===== src/rtl/mem_stage.sv =====
`default_nettype none
// ============================================================================
// mem_stage : MEM pipeline stage. It resolves branches, runs the data-memory
//             req/ready handshake and registers results for write-back.
// Revision  : 1.0
// ============================================================================
module mem_stage #(
  parameter int PC_SIZE = 10,
  parameter int TIMEOUT = 15
) (
  input  logic               clock,
  input  logic               reset,
  input  logic [PC_SIZE-1:0] PC_jump,
  input  logic               zero,
  input  logic [7:0]         ALU_result,
  input  logic [7:0]         write_data,
  input  logic               branch_in,
  input  logic               mem_read_in,
  input  logic               mem_write_in,
  input  logic               mem_to_reg_in,
  input  logic               reg_write_in,
  output logic               dmem_req,
  output logic               dmem_we,
  output logic [7:0]         dmem_addr,
  output logic [7:0]         dmem_wdata,
  input  logic [7:0]         dmem_rdata,
  input  logic               dmem_ready,
  output logic               stall,
  output logic               PC_src,
  output logic [PC_SIZE-1:0] PC_target,
  output logic [7:0]         read_data,
  output logic [7:0]         ALU_result_out,
  output logic               mem_to_reg_out,
  output logic               reg_write_out,
  output logic               mem_error
);

  typedef enum logic [0:0] {
    IDLE = 1'b0,
    WAIT = 1'b1
  } state_t;

  localparam logic [7:0] CNT_LAST = 8'(TIMEOUT - 1);

  state_t     state;
  state_t     state_next;
  logic [7:0] wait_cnt;
  logic       mem_op;
  logic       timeout_hit;
  logic       complete;
  logic       abort;

  assign mem_op      = mem_read_in | mem_write_in;
  assign timeout_hit = (wait_cnt == CNT_LAST);

  always_ff @(posedge clock or negedge reset) begin
    if (!reset) begin
      state <= IDLE;
    end else begin
      state <= state_next;
    end
  end

  // Stall is released in the abort cycle so upstream moves past the dropped op.
  always_comb begin
    state_next = state;
    stall      = 1'b0;
    complete   = 1'b0;
    abort      = 1'b0;
    case (state)
      IDLE: begin
        if (mem_op) begin
          stall      = 1'b1;
          state_next = WAIT;
        end
      end
      WAIT: begin
        if (dmem_ready) begin
          complete   = 1'b1;
          state_next = IDLE;
        end else if (timeout_hit) begin
          abort      = 1'b1;
          state_next = IDLE;
        end else begin
          stall = 1'b1;
        end
      end
      default: begin
        state_next = IDLE;
      end
    endcase
  end

  always_ff @(posedge clock or negedge reset) begin
    if (!reset) begin
      wait_cnt       <= 8'h00;
      dmem_req       <= 1'b0;
      dmem_we        <= 1'b0;
      dmem_addr      <= 8'h00;
      dmem_wdata     <= 8'h00;
      PC_src         <= 1'b0;
      PC_target      <= '0;
      read_data      <= 8'h00;
      ALU_result_out <= 8'h00;
      mem_to_reg_out <= 1'b0;
      reg_write_out  <= 1'b0;
      mem_error      <= 1'b0;
    end else begin
      case (state)
        IDLE: begin
          if (mem_op) begin
            // Issue: WB side becomes a bubble until the access finishes.
            dmem_req      <= 1'b1;
            dmem_we       <= mem_write_in;
            dmem_addr     <= ALU_result;
            dmem_wdata    <= write_data;
            wait_cnt      <= 8'h00;
            reg_write_out <= 1'b0;
            PC_src        <= 1'b0;
            if (mem_read_in && mem_write_in) begin
              mem_error <= 1'b1;
            end
          end else begin
            read_data      <= 8'h00;
            ALU_result_out <= ALU_result;
            mem_to_reg_out <= mem_to_reg_in;
            reg_write_out  <= reg_write_in;
            PC_src         <= branch_in & zero;
            PC_target      <= PC_jump;
          end
        end
        WAIT: begin
          if (complete) begin
            dmem_req       <= 1'b0;
            read_data      <= dmem_we ? 8'h00 : dmem_rdata;
            ALU_result_out <= ALU_result;
            mem_to_reg_out <= mem_to_reg_in;
            reg_write_out  <= reg_write_in;
            PC_src         <= 1'b0;
            PC_target      <= PC_jump;
          end else if (abort) begin
            dmem_req      <= 1'b0;
            mem_error     <= 1'b1;
            reg_write_out <= 1'b0;
            read_data     <= 8'h00;
          end else if (wait_cnt != 8'hFF) begin
            wait_cnt <= wait_cnt + 8'h01;
          end
        end
        default: begin
          dmem_req <= 1'b0;
        end
      endcase
    end
  end

endmodule
`default_nettype wire

===== config.mk =====
export PLATFORM = sky130hd
export DESIGN_NAME = mem_stage
export DESIGN_NICKNAME = d
export VERILOG_FILES = /design/src/rtl/mem_stage.sv
export SDC_FILE = /design/constraint.sdc
export NUM_CORES = 1
export LEC_CHECK = 0
export ABC_AREA = 1
export CORE_MARGIN = 3
export CORE_UTILIZATION = 43
export CTS_CLUSTER_SIZE = 28
export DETAILED_ROUTE_END_ITERATION = 8
export MAX_ROUTING_LAYER = met4
export PLACE_DENSITY = 0.78
export SLEW_MARGIN = 20
export SYNTH_ARGS = -nofsm -noshare
export SYNTH_HDL_FRONTEND = slang
export SYNTH_SLANG_ARGS = --single-unit

===== constraint.sdc =====
create_clock -name clock -period 2.73 [get_ports clock]
set_input_delay 0.4095 -clock clock [delete_from_list [all_inputs] [get_ports clock]]
set_output_delay 0.4095 -clock clock [all_outputs]
set_load 0.05 [all_outputs]

# Word-level counts from Yosys, hierarchy flattened
# Cells that the tools add are included.
[totals]
input_bits = 43
reg_bits = 57
[classes]
eq_ne = 11
n_bitwise = 3
muxes = 43
n_reduce_logical = 7
n_addsub = 1
[op_table]
columns = ["cell", "count"]
rows = [
  ["8-bit two-way mux", 10],
  ["8-bit one-hot mux with 2 select lines", 3],
  ["1-bit two-way mux", 21],
  ["10-bit two-way mux", 2],
  ["10-bit one-hot mux with 2 select lines", 1],
  ["1-bit one-hot mux with 2 select lines", 6],
  ["2-bit != test, second input constant", 5],
  ["8-bit by 1-bit adder with 8-bit output, second input constant", 1],
  ["8-bit by 4-bit equality test with 1-bit output, second input constant", 1],
  ["8-bit != test, second input constant", 1],
  ["2-bit AND reduction", 4],
  ["4-bit AND reduction", 2],
  ["2-bit by 1-bit != test with 1-bit output, second input constant", 3],
  ["3-bit by 1-bit != test with 1-bit output, second input constant", 1],
  ["1-bit bitwise AND", 1],
  ["1-bit logical AND", 1],
  ["1-bit inverter", 1],
  ["1-bit OR", 1],
]

# Logic depth before layout (Yosys ltp)
[logic_depth]
ltp_word = 7
ltp_mapped = 8
mapped_depth_nobuf = 8

# Worst setup path before layout
# Ideal clock, no wire load.
[synth_timing]
path_kind = "register -> output"
startpoint = "register wait_cnt[0]"
endpoint = "output port stall"
arrival_time_ps = 1157
slack_ps = 1163
stages_incl_launch_ff = 7
required_time_ps = 2321
cell_sequence = "dfrtp_1 inv_1 ha_1 nand3_1 o21bai_4 nand2_4 buf_6"
[synth_via]
elab_chain_len = 4
[synth_rtl]
columns = ["item", "line", "rtl"]
rows = [
  ["start, declared", "47", "logic [7:0] wait_cnt;"],
  ["start signal, assigned", "147", "wait_cnt <= wait_cnt + 8'h01;"],
  ["8-bit by 4-bit equality test with 1-bit output", "54", "assign timeout_hit = (wait_cnt == CNT_LAST);"],
  ["1-bit two-way mux", "81", "end else if (timeout_hit) begin"],
  ["1-bit two-way mux", "78", "if (dmem_ready) begin"],
  ["1-bit one-hot mux with 2 select lines", "70", "case (state)"],
  ["end, declared", "28", "output logic stall,"],
]
# Every way passes these cells.

# Worst setup path in the final report
[layout_timing]
startpoint = "input port dmem_ready"
endpoint = "output port stall"
[layout_via]
elab_chain_len = 2
[layout_rtl]
columns = ["item", "line", "rtl"]
rows = [
  ["start, declared", "27", "input logic dmem_ready,"],
  ["1-bit two-way mux", "78", ""],
  ["1-bit one-hot mux with 2 select lines", "70", ""],
]
# Every way passes these cells.

==> impl_metrics.json <==
{
  "crit_path_start_kind": "input pin",
  "tns_ps": 0,
  "syn_to_final_growth_pct": 46.2,
  "grt_max_degree": 31,
  "mappedNetlistNets": 332,
  "drt_iter0_drc": 92,
  "routedWlPerCell_um": 13.0,
  "status": "finished, final reports clean",
  "worstPathArrival_ps": 1800,
  "hold_class": "reg2reg",
  "ys_warn_count": 0,
  "maxCapViolations": 0,
  "power_leakage_nw": 1.74,
  "grt_pass1_vias": 2175,
  "io_pins": 92,
  "timing.final.crit_share_pct": 81.1,
  "max_slew_margin_pct": 64.2,
  "place.gp.congestion": 0.804,
  "cts_buffer_depth": 2,
  "ctsResizeCount": 0,
  "path_buf_inv": 2,
  "grt_antenna_before_repair": 0,
  "fin_crit_ps": 2210,
  "placed_area_um2": 3420,
  "setup_viol": 0,
  "fillerInstances": 487,
  "critPathMaxStageDelay_ps": 480,
  "r2r-end": "ALU_result_out[2]",
  "r2r_start": "state",
  "syn_avg_cell_area_um2": 8.63,
  "critPathTopFamily": "buffers and inverters",
  "rsz0062_at_grt": "no",
  "cp.required_ps": 2320,
  "hold_depth": 2,
  "cts_buffers": 9,
  "vias": 2166,
  "place_ws_ps": 499,
  "io_buffers": 91,
  "clkLatencyLatePin_ps": 330,
  "criticalPathCategory": "in2out",
  "clockRootBuffer": "clkbuf_8",
  "tightest_slew_ps": 536,
  "final_area_um2": 3620,
  "row_count": 27,
  "synthesis.area_um2": 2480,
  "reg2reg_depth": 4,
  "worst_slack_ps": 516,
  "irDropWorstVdd_uv": 1010,
  "utilization_pct": 65.4,
  "hold_violations": 0,
  "fin_nets": 429,
  "path_cells": "clkdlybuf4s50_1 > nand2_1 > nand2_2 > o21bai_4 > nand2_4 > buf_4",
  "core_area_um2": 5540,
  "fmaxAchievable_mhz": 452,
  "via_per_inst": 4.70,
  "timing.final.max_slew_violations": 0,
  "hpwl_mm": 4.45,
  "route.detailed.drc": 0,
  "crit_start": "dmem_ready",
  "ys_seq_area_share_pct": 57.6,
  "h-tree-depth": 3,
  "fp.dieW_um": 81.9,
  "hold_start": "PC_target[2]",
  "start_util_pct": 44.7,
  "synth.distinct_cells": 24,
  "grt_pass1_wl_mm": 9.98,
  "netlist_instances": 287,
  "min_to": "PC_target[2]",
  "r2r_slack_ps": 1050,
  "power_density_nw_per_um2": 1330,
  "die_h_um": 81.9,
  "ys_ff_latch": 57,
  "path_clk_slew_ps": 60,
  "cts.sinks": 57,
  "grt_usage_pct": 20.2,
  "dieArea_um2": 6710,
  "cts_tree": "built",
  "crit_fanout": 15,
  "ant_nets": 0,
  "skew_ps": 5.28,
  "firstDrtPassIters": 4,
  "grt_remaining_overflow": 0,
  "n_antenna_cell": 0,
  "routed_wl_mm": 5.99,
  "cp_slowest_cell": "clkdlybuf4s50_1",
  "end_kind": "primary output",
  "drive_gt1_share_pct": 6.94,
  "hold_ws_ps": 474
}
-- cell type report --
class / instances / area, um2 / area share (%)
inverter: 26 / 97.6 / 2.70
tap: 72 / 90.1 / 2.49
sequential: 57 / 1430 / 39.4
multi-input combinational: 195 / 882 / 24.4
clock buffer: 13 / 149 / 4.11
timing repair buffer: 95 / 936 / 25.8
clock inverter: 3 / 40.0 / 1.11
-- cell families (layout without fill, tap and decap cells) --
group,count (synthesis),in the layout,synth area share (%)
adder cells (fa/ha/maj),2,2,1.01
flip-flops,57,57,57.6
AND/OR/NAND/NOR,157,157,26.3
buffers and inverters,35,137,6.77
AO/OA/AOI/OAI,36,36,8.29
-- registers in the layout (all words and copies together), names as in the netlist --
| name | count |
|---|---|
| dmem_req | 1 |
| read_data | 8 |
| reg_write_out | 1 |
| dmem_wdata | 8 |
| dmem_addr | 8 |
| mem_error | 1 |
| ALU_result_out | 8 |
| dmem_we | 1 |
| PC_target | 10 |
| wait_cnt | 8 |
| PC_src | 1 |
| mem_to_reg_out | 1 |
| state | 1 |
-- synth_stat cells --
library cell / instances / area (um2)
ha_1: 2 / 25.0
or3_1: 1 / 6.26
o21bai_1: 3 / 22.5
o21bai_4: 1 / 18.8
nand3_1: 22 / 110
o21ai_0: 23 / 115
nor2_1: 14 / 52.6
inv_1: 25 / 93.8
nand3b_1: 1 / 7.51
clkbuf_1: 1 / 3.75
inv_2: 1 / 3.75
buf_2: 2 / 10.0
nand2_4: 2 / 22.5
o21ai_1: 6 / 30.0
a21oi_2: 1 / 8.76
buf_6: 3 / 33.8
buf_4: 3 / 22.5
nand2_2: 3 / 18.8
or2_2: 1 / 6.26
nand2_1: 111 / 417
nand4_1: 1 / 6.26
dfrtp_1: 57 / 1430
a21oi_1: 2 / 10.0
nor3_1: 1 / 5.00
-- repair_timing --
action | 4_1_cts | 5_1_grt
buffers inserted | 0 | 0
setup endpoints to repair | 0 | 0
endpoints found under the hold margin | 13 | 0
hold buffers | 1 | 0
-- where the power goes --
group,leakage [nW],internal [mW],switching (mW),total [mW]
Clock,0.0974,0.444,0.311,0.755
Combinational,0.927,0.823,1.85,2.67
Sequential,0.714,1.19,0.216,1.41
Total,1.74,2.46,2.37,4.83
-- metrics by stage --
stage,std cells,power (mW)
floorplan,287,3.24
CTS,461,4.88
global placement,444,4.06
detailed placement,444,4.11
finish,461,4.83
global route,461,5.12
-- per-layer routing --
| layer | share of wire [%] | vias up | routed length (um) | global-route usage [%] |
|---|---|---|---|---|
| li1 | - | 1093 | - | - |
| met1 | 42 | 1005 | 2540 | 24.6 |
| met2 | 49 | 59 | 2920 | 31.3 |
| met3 | 7.2 | 9 | 428 | 6.25 |
| met4 | 1.5 | 0 | 90 | 7.97 |
| met5 | 0 | - | 0 | - |
-- worst register-to-register path, delay by kind of cell (launching register included) --
kind	cells	cell delay (ps)
AND/OR/NAND/NOR	2	590
flip-flops	1	450
buffers and inverters	1	350
AO/OA/AOI/OAI	1	140
-- worst max-delay path by stage --
stage	end	slack, ps	cells after the start
after floorplan	stall	1160	6
after global placement	stall	530	6
after detailed placement	stall	500	6
after CTS	stall	510	6
after global routing	stall	440	6
final	stall	520	6
-- placed cells by master (no fill, tap or decap) --
cell type	Yosys	layout
or2_2	1	1
nand2_1	111	111
a21oi_2	1	1
nand3_1	22	22
nor3_1	1	1
clkdlybuf4s50_1	0	89
nand3b_1	1	1
nor2_1	14	14
o21bai_4	1	1
inv_1	25	25
o21bai_1	3	3
clkbuf_1	1	3
buf_2	2	1
inv_2	1	1
nand2_4	2	2
a21oi_1	2	2
nand4_1	1	1
clkbuf_8	0	10
dfrtp_1	57	57
buf_4	3	4
nand2_2	3	3
or3_1	1	1
ha_1	2	2
bufinv_16	0	1
o21ai_1	6	6
dlygate4sd3_1	0	1
o21ai_0	23	23
clkinv_2	0	2
No activity file was read; power rests on OpenSTA's default activity.
